### src/rtl/raybox_input_conditioner.sv
// raybox_input_conditioner
// Turns the four raw active-low DE0-Nano push-buttons into clean active-high
// raybox controls. The path is a two-flop synchroniser, then a per-button
// debounce, then a settle FSM that waits for the button pattern to stay
// unchanged for a while before decoding it. The settle stage stops a
// two-button debug chord from producing stray move pulses while the buttons
// are still being pressed.
module raybox_input_conditioner #(
  parameter int DEBOUNCE_CYCLES = 250000,
  parameter int DB_W            = 18,
  parameter int SETTLE_CYCLES   = 125000,
  parameter int ST_W            = 17
) (
  input  logic       clk,
  input  logic       reset,
  input  logic [3:0] k_n,
  output logic [3:0] k_stable,
  output logic       moveL,
  output logic       moveR,
  output logic       moveF,
  output logic       moveB,
  output logic       debugA,
  output logic       debugB,
  output logic       debugC,
  output logic       debugD
);

  typedef enum logic [1:0] {
    ST_IDLE   = 2'd0,
    ST_SETTLE = 2'd1,
    ST_ACTIVE = 2'd2
  } state_t;

  localparam logic [DB_W-1:0] DB_LAST = DB_W'(DEBOUNCE_CYCLES - 1);
  localparam logic [DB_W-1:0] DB_ONE  = DB_W'(1);
  localparam logic [DB_W-1:0] DB_ZERO = DB_W'(0);
  localparam logic [ST_W-1:0] ST_LAST = ST_W'(SETTLE_CYCLES - 1);
  localparam logic [ST_W-1:0] ST_ONE  = ST_W'(1);
  localparam logic [ST_W-1:0] ST_ZERO = ST_W'(0);

  // Decode a stable button pattern into controls.
  // Result order: {moveL, moveR, moveF, moveB, debugA, debugB, debugC, debugD}.
  // The K2+K3 chord (d1) wins over the K1+K4 chord (d2) when both are held.
  function automatic logic [7:0] decode(input logic [3:0] p);
    logic d1;
    logic d2;
    logic nd;
    d1 = p[1] & p[2];
    d2 = p[0] & p[3] & ~d1;
    nd = ~(p[1] & p[2]) & ~(p[0] & p[3]);
    decode = {nd & p[2], nd & p[1], nd & p[3], nd & p[0],
              d1 & p[3], d1 & p[0], d2 & p[1], d2 & p[2]};
  endfunction

  logic [3:0]      s1_r;
  logic [3:0]      s2_r;
  logic [3:0]      raw_s;
  logic [3:0]      k_stable_r;
  logic [DB_W-1:0] db_cnt_r [4];

  state_t          state_r;
  state_t          state_nx_s;
  logic [3:0]      pat_r;
  logic [3:0]      pat_nx_s;
  logic [ST_W-1:0] sc_r;
  logic [ST_W-1:0] sc_nx_s;
  logic [7:0]      out_r;
  logic [7:0]      out_nx_s;

  // Two-flop synchroniser; flops rest at 1 so every button reads as released.
  always_ff @(posedge clk) begin
    if (reset) begin
      s1_r <= 4'hF;
      s2_r <= 4'hF;
    end else begin
      s1_r <= k_n;
      s2_r <= s1_r;
    end
  end

  assign raw_s = ~s2_r;

  // Per-button debounce: a new level must hold DEBOUNCE_CYCLES samples; any bounce restarts the count.
  always_ff @(posedge clk) begin
    if (reset) begin
      k_stable_r <= 4'h0;
      for (int i = 0; i < 4; i++) begin
        db_cnt_r[i] <= DB_ZERO;
      end
    end else begin
      for (int i = 0; i < 4; i++) begin
        if (raw_s[i] == k_stable_r[i]) begin
          db_cnt_r[i] <= DB_ZERO;
        end else if (db_cnt_r[i] == DB_LAST) begin
          k_stable_r[i] <= raw_s[i];
          db_cnt_r[i]   <= DB_ZERO;
        end else begin
          db_cnt_r[i] <= db_cnt_r[i] + DB_ONE;
        end
      end
    end
  end

  // Settle FSM state, captured pattern, settle counter and registered controls.
  always_ff @(posedge clk) begin
    if (reset) begin
      state_r <= ST_IDLE;
      pat_r   <= 4'h0;
      sc_r    <= ST_ZERO;
      out_r   <= 8'h00;
    end else begin
      state_r <= state_nx_s;
      pat_r   <= pat_nx_s;
      sc_r    <= sc_nx_s;
      out_r   <= out_nx_s;
    end
  end

  // Next-state logic: any change of the pattern restarts the settle window.
  always_comb begin
    state_nx_s = state_r;
    pat_nx_s   = pat_r;
    sc_nx_s    = sc_r;
    case (state_r)
      ST_IDLE: begin
        if (k_stable_r != 4'h0) begin
          state_nx_s = ST_SETTLE;
          pat_nx_s   = k_stable_r;
          sc_nx_s    = ST_ZERO;
        end else begin
          state_nx_s = ST_IDLE;
        end
      end
      ST_SETTLE: begin
        if (k_stable_r == 4'h0) begin
          state_nx_s = ST_IDLE;
        end else if (k_stable_r != pat_r) begin
          pat_nx_s = k_stable_r;
          sc_nx_s  = ST_ZERO;
        end else if (sc_r == ST_LAST) begin
          state_nx_s = ST_ACTIVE;
        end else begin
          sc_nx_s = sc_r + ST_ONE;
        end
      end
      ST_ACTIVE: begin
        if (k_stable_r == 4'h0) begin
          state_nx_s = ST_IDLE;
        end else if (k_stable_r != pat_r) begin
          state_nx_s = ST_SETTLE;
          pat_nx_s   = k_stable_r;
          sc_nx_s    = ST_ZERO;
        end else begin
          state_nx_s = ST_ACTIVE;
        end
      end
      default: begin
        state_nx_s = ST_IDLE;
        pat_nx_s   = 4'h0;
        sc_nx_s    = ST_ZERO;
      end
    endcase
  end

  // Output logic: controls turn on on the edge that enters ACTIVE and drop on the edge that leaves it.
  always_comb begin
    out_nx_s = 8'h00;
    case (state_r)
      ST_IDLE: begin
        out_nx_s = 8'h00;
      end
      ST_SETTLE: begin
        if ((k_stable_r != 4'h0) && (k_stable_r == pat_r) && (sc_r == ST_LAST)) begin
          out_nx_s = decode(k_stable_r);
        end else begin
          out_nx_s = 8'h00;
        end
      end
      ST_ACTIVE: begin
        if ((k_stable_r != 4'h0) && (k_stable_r == pat_r)) begin
          out_nx_s = decode(pat_r);
        end else begin
          out_nx_s = 8'h00;
        end
      end
      default: begin
        out_nx_s = 8'h00;
      end
    endcase
  end

  assign k_stable = k_stable_r;
  assign moveL    = out_r[7];
  assign moveR    = out_r[6];
  assign moveF    = out_r[5];
  assign moveB    = out_r[4];
  assign debugA   = out_r[3];
  assign debugB   = out_r[2];
  assign debugC   = out_r[1];
  assign debugD   = out_r[0];

endmodule
### config.mk
export PLATFORM = sky130hd
export DESIGN_NAME = raybox_input_conditioner
export DESIGN_NICKNAME = d
export VERILOG_FILES = /design/src/rtl/raybox_input_conditioner.sv
export SDC_FILE = /design/constraint.sdc
export NUM_CORES = 1
export LEC_CHECK = 0
export BUFFER_PORTS_ARGS = -buffer_cell sky130_fd_sc_hd__buf_2
export CORE_UTILIZATION = 35
export CTS_CLUSTER_SIZE = 8
export DETAILED_ROUTE_END_ITERATION = 16
export GPL_ROUTABILITY_DRIVEN = 0
export PLACE_DENSITY = 0.48
export SYNTH_ARGS = -nofsm -noshare
export SYNTH_HDL_FRONTEND = slang
export SYNTH_SLANG_ARGS = --single-unit
### constraint.sdc
create_clock -name clk -period 2.9 [get_ports clk]
set_clock_uncertainty 0.2 [all_clocks]
set_input_delay 0.58 -clock clk [delete_from_list [all_inputs] [get_ports clk]]
set_output_delay 0.58 -clock clk [all_outputs]
set_load 0.005 [all_outputs]
**After elaboration in Yosys (flattened, before gate mapping)**

Memories as Yosys holds them, arrays and structs flattened.
Index checks and enable logic that the tools add are counted.

- Output and inout bits: 12
- Bits in writable memories: 72
- Memories kept: 1
- Register bits: 43

Memories:

| name | depth | bits a word | read ports | clocked after memory_dff | wr ports | RTL line | text |
|---|---|---|---|---|---|---|---|
| db_cnt_r | 4 | 18 | 4 | 0 | 4 | 59 | `logic [DB_W-1:0] db_cnt_r [4];` |

- Eq/ne operators: 22
- Add/sub/neg operators: 5
- Multiplexer cells: 79
- Bitwise logic cells: 45
- Reduce and logical (&&, ||, !) cells: 13

Operators by type and width:

| kind | number |
|---|---|
| 2-to-1 mux 18 bit | 12 |
| 2-to-1 mux 17 bit | 6 |
| adder 18 x 1 -> 18 bit, second input constant | 4 |
| == test 18 bit, second input constant | 4 |
| one-hot mux 17 bit (3 select lines) | 1 |
| 2-to-1 mux 1 bit | 47 |
| AND 1 bit | 24 |
| adder 17 x 1 -> 17 bit, second input constant | 1 |
| == test 17 bit, second input constant | 1 |
| 2-to-1 mux 8 bit | 2 |
| one-hot mux 8 bit (2 select lines) | 1 |
| 2-to-1 mux 4 bit | 3 |
| OR 1 bit | 12 |
| 2-to-1 mux 2 bit | 5 |
| != test 2 bit, second input constant | 5 |
| AND reduction 2 bit | 5 |
| != test 3 bit, second input constant | 3 |
| inverter 1 bit | 8 |
| one-hot mux 4 bit (2 select lines) | 1 |
| one-hot mux 2 bit (3 select lines) | 1 |
| AND reduction 5 bit | 1 |
| == test 1 bit | 4 |
| == test 4 bit | 1 |
| logical NOT 4 bit | 1 |
| 10 further kinds | 11 |

**Depth between registers and ports, before layout**

- Depth in word-level cells: 8
- Depth in mapped cells: 9
- Gate-level depth less buffers: 6

**Worst setup path after synthesis**

OpenSTA, ideal clock, no wires.

- Path kind: reg2reg
- Start point: memory db_cnt_r[2][0]
- End point: memory db_cnt_r[2][10] (data pin)
- Arrival time: 2033 ps
- Setup time: 266 ps
- Path buffers: 3
- Path slack: 401 ps
- Stages on the path, launching flop included: 10
- Cell sequence: edfxtp_1 -> ha_1 -> and3_1 -> clkbuf_1 -> nand2_1 -> nor4_1 -> or3_1 -> clkbuf_1 -> buf_1 -> nor2_1

RTL lines:

| item | RTL line |
|---|---|
| start, declared | 59 |

**Worst setup path after layout**

- Start point: register sc_r[7]
- End point: register sc_r[3]

- Cells in the longest elaborated chain, start to end: 3

RTL lines:

| item | RTL line | text |
|---|---|---|
| start, declared | 65 | `logic [ST_W-1:0] sc_r;` |
| start signal, assigned | 114 | `sc_r <= sc_nx_s;` |
| == test 17 bit | 140 | `end else if (sc_r == ST_LAST) begin` |
| != test 3 bit (no source line) | n/a |  |
| AND reduction 5 bit (no source line) | n/a |  |

No other way between the ends.
A chain may end at the register's enable or synchronous reset.

==> flow_metrics.py <==
metrics = {
    "worst_hold_path": {
        "hold_path.class": "input pin to flop",
    },
    "layout": {
        "drive_above_1_share": 0.102,
        "diodes": 0,
        "fin_cells": 913,
        "num-fill-cells": 1588,
        "nNetsFinal": 699,
        "regArea_um2": 3020,
        "area_growth_pct": 19.7,
        "multi_input_area_um2": 2900,
    },
    "global_route": {
        "grt_use_met1": 0.190,
        "grt_pass1_wl_um": 18400,
        "antenna_found_initial": 0,
        "grt_max_degree": 28,
        "grt_pass1_vias": 3945,
        "grtUsageTotal": 0.139,
        "met2_usage": 0.204,
        "use_met3": 0.0501,
        "grt-ovfl-total": 0,
        "gr-max-usage-layer": "met2",
    },
    "synthesis": {
        "synth_cell_types": 48,
        "ys_ff_latch": 115,
        "netlist_area_um2": 5810,
        "synth_top_area_frac": 0.372,
        "syn_avg_cell_area_um2": 9.87,
        "syn_inst": 589,
        "synth_area_leader_cell": "edfxtp_1",
        "synth_warnings": 0,
        "synthTopCellsByArea": "edfxtp_1 37%, dfxtp_1 15%, nor2_1 6.7%",
        "synth_seq_area_share": 0.520,
    },
    "drt": {
        "vias": 4334,
        "ant_nets": 0,
        "first_pass_iters": 4,
        "route.detailed.drc": 0,
        "wl_um": 10900,
        "wire_per_inst_um": 11.9,
        "drt_iter0_markers": 302,
        "vias_per_cell": 4.75,
    },
    "clocking": {
        "cts_tree": "yes",
        "h-tree-depth": 4,
        "cts_buffers": 17,
        "cts_buffer_depth": 2,
        "clock_latency_ns": 0.40,
        "post_cts_buffers": 0,
        "cts-root-buf": "clkbuf_16",
        "cts.sinks": 115,
        "ctsResizeCount": 0,
        "hold_buffers": 0,
        "cts.clk_slew.worst_paths_ns": 0.06,
    },
    "power": {
        "p_int_mw": 3.01,
        "p_comb_frac": 0.027,
        "ir_worst_vdd_v": 0.000395,
        "power_density_nw_per_um2": 545,
        "p_seq_frac": 0.484,
        "swShare": 0.207,
        "p_clk_frac": 0.489,
        "finalPower_mw": 3.79,
        "p_sw_uw": 786,
        "p_leak_nw": 2.43,
    },
    "critical_path": {
        "path_cells": "or4b_4, nor4_4, o21ai_1, a221o_1, a31oi_1",
        "rrSetupSlack_ns": 0.30,
        "critPathMaxFanout": 17,
        "setup.worst_path.class": "flop to flop",
        "rr_startpoint": "sc_r[7]$_SDFFE_PP0P_",
        "required_ns": 3.02,
        "startpoint": "sc_r[7]$_SDFFE_PP0P_",
        "timing.rr.end": "sc_r[3]$_SDFFE_PP0P_",
        "cp-end-kind": "flop",
        "cpMaxStageDelayCell": "or4b_4",
        "worst_r2r_path_depth": 5,
        "critical_path.max_stage_delay_ns": 0.56,
        "endpoint": "sc_r[3]$_SDFFE_PP0P_",
        "worstPathArrival_ns": 2.72,
        "start_kind": "flop",
    },
    "timing": {
        "hold_viol": 0,
        "clock.fmax_mhz": 384,
        "finalCritPeriodShare": 0.897,
        "relSlewSlack": 0.559,
        "totalNegativeSetupSlack_ns": 0,
        "fin_crit_ns": 2.60,
        "hold_ws_ns": 0.175,
        "tightest_slew_ns": 0.662,
        "finalSetupViolations": 0,
        "rsz0062_at_grt": "no",
        "slew_violations": 0,
    },
    "floorplanning": {
        "dieArea_um2": 17100,
        "die_x_um": 131,
        "start_util": 0.362,
        "row_count": 46,
        "ioPinCount": 18,
        "die_h_um": 131,
        "core_area_um2": 16100,
    },
    "placement": {
        "dp.cells": 881,
        "dp_hpwl_um": 7500,
        "port_buffers": 17,
    },
    "run_status": {
        "status": "completed",
    },
    "job": {
        "maxCapViolCount": 0,
    },
}
## metal layers
metal,vias to the layer above,part of all wire
li1,2242,-
met1,2046,0.53
met2,42,0.43
met3,4,0.029
met4,0,0.0075
met5,-,0
## critical path: cells and delay by family, from the launching register on
family | cells | cell delay, ns
simple gates | 2 | 0.98
compound gates | 3 | 0.93
flops | 1 | 0.39
## layout by cell type, fill, tap and decap left out, types with 3 or more instances in the layout
cell,synthesis,layout
a211oi_1,3,3
a31oi_1,17,17
a21oi_1,22,22
nand4_1,25,25
edfxtp_1,72,72
conb_1,1,72
nor4_1,7,7
clkbuf_16,0,17
buf_2,2,17
o21ai_0,4,4
clkinv_2,0,4
and3_1,5,5
nand2_1,48,48
a41oi_1,7,7
nand2b_1,3,3
or4_1,3,3
inv_1,16,16
dfxtp_1,43,43
clkbuf_1,17,6
buf_4,0,12
nand3_1,39,39
xor2_1,39,39
or3_1,6,6
or2_2,8,8
clkbuf_8,0,4
nor3_1,8,8
nor2_1,103,103
ha_1,9,9
and4_1,9,9
nand3b_1,5,5
or3b_2,4,4
xnor2_1,32,32
nor4b_1,5,5
## synthesized netlist by cell type (all sizes together)
library cell,number
dfxtp,43
xnor2,32
nor2,103
nor4,8
o32ai,1
or2,8
nor3b,3
and3,5
nand4bb,1
o31ai,1
nand3b,5
a21oi,22
buf,7
nand2,48
nand3,39
nor2b,2
or3b,4
o211ai,1
a22oi,1
nor3,8
ha,9
clkbuf,17
a41oi,7
o21ai,6
or4b,2
a32o,2
nor4b,6
and4,9
a221o,1
edfxtp,72
a211oi,3
or4bb,1
or4,3
nand4,25
nand2b,3
inv,16
xor2,39
mux2i,2
a31oi,17
or3,6
conb,1
## flip-flops by register name, indices dropped and copies added (netlist names)
register	flops
k_stable	4
state_r	2
pat_r	4
s2_r	4
s1_r	4
sc_r	17
db_cnt_r	72
out_r	8
## worst min path at each step
stage | startpoint | to | slack [ns] | depth (start not counted)
2_1_floorplan | s1_r[0]$_SDFF_PP1_ | s2_r[0]$_SDFF_PP1_ | 0.19 | 1
3_3_place_gp | s1_r[0]$_SDFF_PP1_ | s2_r[0]$_SDFF_PP1_ | 0.19 | 1
3_5_place_dp | s1_r[1]$_SDFF_PP1_ | s2_r[1]$_SDFF_PP1_ | 0.19 | 1
4_1_cts | k_n[1] | s1_r[1]$_SDFF_PP1_ | 0.16 | 2
5_1_grt | k_n[3] | s1_r[3]$_SDFF_PP1_ | 0.16 | 2
6_report | k_n[1] | s1_r[1]$_SDFF_PP1_ | 0.18 | 2
## metrics by stage
stage / worst slack [ns] / utilization / cell area (um2)
3_3_place_gp: 0.372 / 0.400 / 6420
5_1_grt: 0.110 / 0.433 / 6960
3_5_place_dp: 0.319 / 0.400 / 6420
4_1_cts: 0.285 / 0.433 / 6960
6_report: 0.299 / 0.433 / 6960
2_1_floorplan: 0.401 / - / 6080
## kinds of logic (layout without fill, tap and decap cells)
logic type	Yosys count	after routing	synth area share
AO/OA/AOI/OAI	62	62	0.0674
XOR/XNOR	71	71	0.107
adder cells (fa/ha/maj)	9	9	0.0194
buffers and inverters	40	77	0.0275
flip-flops	115	115	0.520
multiplexers	2	2	0.00344
other	1	72	0.000645
AND/OR/NAND/NOR	289	289	0.255
## power groups by stage
| stage | combinational (mW) | sequential, mW | clock [mW] |
|---|---|---|---|
| finish | 0.101 | 1.84 | 1.85 |
| detailed placement | 0.0996 | 1.87 | 0 |
| floorplan | 0.0841 | 1.86 | 0 |
| global route | 0.118 | 1.84 | 1.98 |
| global placement | 0.0991 | 1.87 | 0 |
| CTS | 0.101 | 1.84 | 1.91 |
## cell type report
type,count,area share
well taps,216,0.0389
clock inverters,5,0.00396
inverters,16,0.00863
clock buffers,27,0.0723
flip-flops and latches,115,0.435
multi-input cells,505,0.416
repair buffers,29,0.0252
No activity file was read; power rests on OpenSTA's default activity.
